### src/rtl/if_stage.sv
// Instruction-fetch stage: PC register, ROM addressing and the IF/ID pipeline register.
// Handles stalls, downstream redirects (with bubble insertion) and the halt opcode.
module if_stage #(
   parameter logic [31:0] RESET_PC  = 32'h0000_0000,
   parameter int          IM_ADDR_W = 8
) (
   input  logic                 clk,
   input  logic                 rst,
   input  logic                 stall,
   input  logic                 redirect_valid,
   input  logic [31:0]          redirect_pc,
   output logic [IM_ADDR_W-1:0] imem_addr,
   input  logic [31:0]          imem_data,
   output logic [31:0]          pc,
   output logic [31:0]          if_id_instr,
   output logic [31:0]          if_id_pc4,
   output logic                 if_id_valid,
   output logic                 halted,
   output logic [31:0]          fetch_cnt
);

   typedef enum logic {RUN, HALTED} state_e;

   localparam logic [5:0] OP_HALT = 6'b111111;

   state_e      state_q, state_d;
   logic [31:0] pc_q, pc_d;
   logic [31:0] instr_q, instr_d;
   logic [31:0] pc4_q, pc4_d;
   logic        valid_q, valid_d;
   logic [31:0] cnt_q, cnt_d;
   logic [31:0] pc_plus4;

   assign pc_plus4 = pc_q + 32'd4;

   always_ff @(posedge clk or posedge rst) begin
      if (rst) begin
         state_q <= RUN;
         pc_q    <= RESET_PC;
         instr_q <= 32'h0;
         pc4_q   <= 32'h0;
         valid_q <= 1'b0;
         cnt_q   <= 32'h0;
      end else begin
         state_q <= state_d;
         pc_q    <= pc_d;
         instr_q <= instr_d;
         pc4_q   <= pc4_d;
         valid_q <= valid_d;
         cnt_q   <= cnt_d;
      end
   end

   always_comb begin
      state_d = state_q;
      pc_d    = pc_q;
      instr_d = instr_q;
      pc4_d   = pc4_q;
      valid_d = valid_q;
      cnt_d   = cnt_q;
      if (redirect_valid) begin
         // Redirect comes from an older instruction, so it also cancels a pending halt.
         pc_d    = {redirect_pc[31:2], 2'b00};
         instr_d = 32'h0;
         pc4_d   = 32'h0;
         valid_d = 1'b0;
         state_d = RUN;
      end else if (stall) begin
         state_d = state_q;
      end else if (state_q == HALTED) begin
         instr_d = 32'h0;
         pc4_d   = 32'h0;
         valid_d = 1'b0;
      end else begin
         instr_d = imem_data;
         pc4_d   = pc_plus4;
         valid_d = 1'b1;
         cnt_d   = cnt_q + 32'd1;
         if (imem_data[31:26] == OP_HALT) state_d = HALTED;
         else                             pc_d    = pc_plus4;
      end
   end

   assign imem_addr   = pc_q[IM_ADDR_W+1:2];
   assign pc          = pc_q;
   assign if_id_instr = instr_q;
   assign if_id_pc4   = pc4_q;
   assign if_id_valid = valid_q;
   assign halted      = (state_q == HALTED);
   assign fetch_cnt   = cnt_q;

endmodule

### config.mk
export PLATFORM = sky130hd
export DESIGN_NAME = if_stage
export DESIGN_NICKNAME = d
export VERILOG_FILES = /design/src/rtl/if_stage.sv
export SDC_FILE = /design/constraint.sdc
export NUM_CORES = 1
export LEC_CHECK = 0
export CORE_ASPECT_RATIO = 0.75
export CORE_MARGIN = 2
export CORE_UTILIZATION = 51
export CTS_BUF_LIST = sky130_fd_sc_hd__clkbuf_4
export DETAILED_ROUTE_END_ITERATION = 6
export HOLD_SLACK_MARGIN = 0.03
export PLACE_DENSITY = 0.88
export SYNTH_ARGS = -nofsm -noshare
export SYNTH_HDL_FRONTEND = slang
export SYNTH_SLANG_ARGS = --single-unit
export TNS_END_PERCENT = 100
### constraint.sdc
create_clock -name clk -period 8.62 [get_ports clk]
set_clock_uncertainty 0.05 [all_clocks]
set_input_delay 2.155 -clock clk [delete_from_list [all_inputs] [get_ports clk]]
set_output_delay 2.155 -clock clk [all_outputs]
set_load 0.005 [all_outputs]
==> results of run 1 <==
## final cells by class
| class | instances | area, sq um | share of cell area |
|---|---|---|---|
| Inverter | 5 | 21.3 | 0.00250 |
| Multi-Input combinational cell | 417 | 2750 | 0.323 |
| Clock inverter | 14 | 168 | 0.0197 |
| Tap cell | 162 | 203 | 0.0238 |
| Sequential cell | 127 | 3180 | 0.373 |
| Clock buffer | 18 | 135 | 0.0159 |
| Antenna cell | 1 | 2.50 | 0.000294 |
| Timing Repair Buffer | 208 | 2060 | 0.242 |
## per-stage QoR
| step | instances | utilization |
|---|---|---|
| final | 952 | 0.726 |
| after global routing | 952 | 0.726 |
| after CTS | 950 | 0.725 |
| after detailed placement | 918 | 0.699 |
| after global placement | 918 | 0.699 |
| after floorplan | 610 | - |
## worst paths after layout
| check | start | to | slack (ns) | cells after the start |
|---|---|---|---|---|
| worst max register to register | halted | pc[10] | 5.88 | 4 |
| worst min register to register | fetch_cnt[31] | fetch_cnt[31] | 0.43 | 1 |
| worst max-delay path | redirect_valid | fetch_cnt[28] | 3.92 | 6 |
| worst min-delay path | fetch_cnt[31] | fetch_cnt[31] | 0.43 | 1 |
| max in group asynchronous | rst | if_id_instr[4] | 5.17 | 3 |
| min in group asynchronous | rst | if_id_instr[14] | 2.05 | 2 |
## power groups by stage
stage | sequential [mW] | clock [mW] | combinational, mW
6_report | 0.707 | 0.439 | 0.267
5_1_grt | 0.714 | 0.469 | 0.288
4_1_cts | 0.705 | 0.441 | 0.268
3_5_place_dp | 0.715 | 0 | 0.266
3_3_place_gp | 0.710 | 0 | 0.257
2_1_floorplan | 0.696 | 0 | 0.116
## routing by layer
layer	global-route usage	part of all wire	routed length, um	up-vias
met5	0	0	0	-
met2	0.453	0.47	8800	359
li1	-	-	-	2620
met1	0.393	0.41	7760	2834
met4	0.115	0.029	550	0
met3	0.0749	0.092	1730	51
## kinds of logic (layout without fill, tap and decap cells)
family / count (synthesis) / in the layout / share of synthesized area
compound gates: 132 / 132 / 0.159
xor+xnor: 47 / 47 / 0.0661
fa+ha+maj: 2 / 2 / 0.00402
buf+inv: 66 / 245 / 0.0507
flops: 127 / 127 / 0.511
mux: 1 / 1 / 0.00161
other cells: 1 / 3 / 0.000603
simple gates: 233 / 233 / 0.207
## state kept, by name, indices dropped and copies added, names as in the netlist
name,cells
fetch_cnt,32
if_id_instr,32
if_id_pc4,31
pc,30
halted,1
if_id_valid,1
## cells in the final DEF, fill, tap and decap left out, drive strengths merged, types with 8 or more instances in the layout
cell	netlist	layout
a22o	34	34
a31oi	21	21
and3	10	10
clkbuf	41	19
clkdlybuf4s50	0	201
dfrtp	127	127
nand2	54	54
nand3	40	40
nand4	24	24
nor2	31	31
nor3	11	11
o211ai	18	18
o21ai	21	21
o31ai	16	16
or3	8	8
or4	32	32
xnor2	37	37
xor2	10	10
==> summary.txt, run 1 <==
Clock network
  – Cts repair resizes: 0
  – Clock Tree Root: clkbuf_4
  – Hold-fix buffers, CTS: 0
  – Setup bufs post-CTS: 0
  – Clock Latency Late Sink: 0.55 ns
  – Reg clk slew, reported paths: 0.12 ns
  – CTS buffer count: 17
  – Clk buf depth: 2
  – TritonCTS clock tree: done
  – TritonCTS Sinks: 127
  – H-tree depth: 4

Timing
  – Worst Hold Margin: 0.434 ns
  – Sum of negative setup slack: 0 ns
  – Hold Violations, Final: 0
  – Slew of the pin with the lowest slew margin: 1.23 ns
  – Finish-stage setup viols: 0
  – Pins Over Slew Limit: 0
  – Rel. slew slack: 0.182
  – Tcrit/Tclk final: 0.546
  – Fmax: 0.213 GHz
  – Setup ws final: 3.92 ns
  – RSZ-0062 raised after global routing: false
  – Final min period: 4.70 ns

Power and ir drop
  – LEAKAGE: 3.40 nW
  – Psw: 415 uW
  – Sequential fraction of design power: 0.500
  – Peak supply drop: 0.105 mV
  – Switching Share: 0.294
  – Pwr/cell area: 166 nW/um^2
  – Combinational Power Share: 0.189
  – P_int: 998 uW
  – Clock share of power: 0.311
  – Tot Pwr: 1.41 mW

Logic synthesis
  – Post-synth ARST share: 1.00
  – Most frequent cells after synthesis: 127 x dfrtp_1, 54 x nand2_1, 40 x nand3_1
  – Register area share after synthesis: 0.511
  – Cell taking the most area after synthesis: dfrtp_1
  – Synthesized instance count: 609
  – Top FF cell, synth: dfrtp_1
  – Post-Syn Area: 6220 sq um
  – Synth top area share: 0.511
  – Post-synth EDFFs: 0
  – Syn_area_per_cell: 10.2 sq um
  – Seq cells post-synth: 127
  – Warnings from Yosys: 0
  – Top cells by area in the synthesized netlist: dfrtp_1 51%, xnor2_1 5.2%, a22o_1 4.8%
  – Dominant cell by count in the synthesized netlist: dfrtp_1
  – Synth unique cells: 45

Routing
  – WL final: 18.8 mm
  – Wirelength per Cell: 19.8 um
  – Via total after detailed routing: 5864
  – Initial DRC Count: 553
  – Antenna Violating Nets Remaining: 0
  – DR vias/cell: 6.16
  – Drt pass-1 iters: 5
  – DRC: 0

Floorplanning
  – Full die area: 13100 sq um
  – Initial cell density of the core: 0.530
  – Rows: 34
  – IO Count: 206
  – Die span in y: 99.7 um
  – Die Wd: 132 um
  – Core area: 11700 sq um

Worst setup path
  – CP cell instances: clkdlybuf4s50_1 > or4b_2 > nor3_1 > clkbuf_4 > nand4_1 > xnor2_1
  – Critical Path Slowest Stage Cell: or4b_2
  – Critical path's largest stage delay: 0.94 ns
  – WP buf/inv: 2
  – Crit path max-delay family: simple AND/OR/NAND/NOR gates
  – WP data arrival: 5.08 ns
  – CP required: 9.00 ns
  – Crit end category: flip-flop
  – Critical path class: primary input to flip-flop
  – Top fanout value on the critical path: 23
  – Worst Setup Start Kind: primary input

Global routing
  – Gr ovfl total: 0
  – Global-route wire length before repair: 29.9 mm
  – Overall routing resource usage: 0.290
  – Initial antenna violation count: 1
  – Largest net degree at the start of global routing: 65
  – Via count of the first global-routing pass: 5623

Job
  – Max-cap violations: 0

Cells and area
  – # nets final: 846
  – Share of layout cells above drive strength 1: 0.0621
  – Final Cell Area: 8520 sq um
  – Layout area overhead: 36.9%
  – Fillers: 855

Placement
  – Cell Area, Placed: 8210 sq um
  – GPL Wtd Cong: 0.908
  – HPWL Detailed: 12.9 mm
  – Setup WS pre-CTS: 2.91 ns
  – Port bufs: 201

Run status
  – Status: completed

Min path
  – Hold Crit Class: flip-flop to flip-flop
No activity file was read; power rests on OpenSTA's default activity.
==> run 2, diff against run 1 <==
CORE_UTILIZATION = 43   (was 51)
PLACE_DENSITY = 0.79   (was 0.88)
clock period = 4 ns   (was 8.62 ns; I/O delays follow)
==> summary.txt, run 2 (same netlist as run 1, synthesis figures left out) <==
Power and ir drop
  – Peak supply drop: 0.226 mV
  – P_int: 2.15 mW
  – Combinational Power Share: 0.195
  – Sequential fraction of design power: 0.503
  – Tot Pwr: 3.01 mW
  – Clock share of power: 0.302
  – Switching Share: 0.287
  – LEAKAGE: 3.44 nW
  – Pwr/cell area: 348 nW/um^2
  – Psw: 864 uW

Clock network
  – TritonCTS Sinks: 127
  – Cts repair resizes: 0
  – Setup bufs post-CTS: 0
  – Clock Latency Late Sink: 0.53 ns
  – CTS buffer count: 17
  – H-tree depth: 4
  – Reg clk slew, reported paths: 0.12 ns
  – TritonCTS clock tree: done
  – Hold-fix buffers, CTS: 0
  – Clk buf depth: 2
  – Clock Tree Root: clkbuf_4

Worst setup path
  – Worst Setup Start Kind: primary input
  – Critical path class: primary input to flip-flop
  – CP required: 4.41 ns
  – Top fanout value on the critical path: 12
  – WP data arrival: 3.40 ns
  – Crit end category: flip-flop

Placement
  – HPWL Detailed: 13.1 mm
  – Port bufs: 201
  – Setup WS pre-CTS: 0.562 ns
  – Placed cell count: 966
  – Cell Area, Placed: 8370 sq um
  – GPL Wtd Cong: 0.934

Min path
  – Hold Crit Class: flip-flop to flip-flop

Floorplanning
  – Die span in y: 108 um
  – Full die area: 15500 sq um
  – Die Wd: 143 um
  – Rows: 38
  – Core area: 14300 sq um
  – Initial cell density of the core: 0.435
  – IO Count: 206

Cells and area
  – Commonest non-fill, non-tap cell in the layout: clkdlybuf4s50_1
  – Share of layout cells above drive strength 1: 0.0677
  – Final core utilization: 0.605
  – Final Cell Area: 8660 sq um
  – Final Non-Filler Cells: 999
  – Commonest non-fill, non-tap cells in the layout: 201 x clkdlybuf4s50_1, 127 x dfrtp_1, 54 x nand2_1
  – # nets final: 855
  – Layout area overhead: 39.1%

Global routing
  – Via count of the first global-routing pass: 5527
  – Initial antenna violation count: 1
  – Global-route wire length before repair: 29.1 mm
  – Gr ovfl total: 0
  – Largest net degree at the start of global routing: 52
  – Overall routing resource usage: 0.241

Timing
  – RSZ-0062 raised after global routing: false
  – Hold Violations, Final: 0
  – Worst Hold Margin: 0.439 ns
  – Sum of negative setup slack: 0 ns
  – Setup ws final: 1.01 ns
  – Pins Over Slew Limit: 0
  – Slew of the pin with the lowest slew margin: 0.853 ns
  – Rel. slew slack: 0.431
  – Final min period: 2.99 ns
  – Tcrit/Tclk final: 0.747
  – Finish-stage setup viols: 0
  – Fmax: 0.334 GHz

Job
  – Max-cap violations: 0

Routing
  – Antenna Violating Nets Remaining: 0
  – Initial DRC Count: 395
  – Via total after detailed routing: 5744
  – DR vias/cell: 5.75
  – DRC: 0
  – WL final: 18.3 mm
  – Drt pass-1 iters: 5
  – Wirelength per Cell: 18.3 um

Run status
  – Status: completed
==> run 2: per-layer routing <==
layer / vias to the layer above / wire length [um] / GRT usage
met5: - / 0 / 0
met1: 2819 / 8200 / 0.334
met2: 268 / 8530 / 0.370
met4: 0 / 240 / 0.0771
met3: 22 / 1340 / 0.0629
li1: 2635 / - / -
==> run 2: layout make-up <==
| cell class | instances | area [sq um] |
|---|---|---|
| Antenna cell | 1 | 2.50 |
| Clock buffer | 18 | 135 |
| Clock inverter | 14 | 149 |
| Fill cell | 1163 | 5650 |
| Inverter | 5 | 22.5 |
| Multi-Input combinational cell | 417 | 2750 |
| Sequential cell | 127 | 3180 |
| Tap cell | 200 | 250 |
| Timing Repair Buffer | 217 | 2170 |
==> run 2: power by group through the flow <==
stage	Combinational [mW]	Sequential, mW	Clock (mW)
after floorplan	0.251	1.50	0
after global placement	0.577	1.53	0
after detailed placement	0.589	1.54	0
after CTS	0.591	1.51	0.930
after global routing	0.636	1.53	0.999
final	0.588	1.52	0.909
==> run 2: worst max-delay path, cell delays in order <==
cell             delay (ns)
clkdlybuf4s50_1        0.53
nor2_1                 0.56
o2111ai_1              0.56
or4_1                  0.57
a31oi_1                0.18
==> run 2: worst paths after layout <==
check,startpoint,end,slack (ns),cells after the start
max in group asynchronous,rst,if_id_pc4[14],2.28,3
worst max-delay path,stall,pc[30],1.01,5
worst max register to register,pc[2],if_id_pc4[22],1.46,5
worst min-delay path,if_id_pc4[2],if_id_pc4[2],0.44,2
min in group asynchronous,rst,fetch_cnt[7],0.92,2
worst min register to register,if_id_pc4[2],if_id_pc4[2],0.44,2
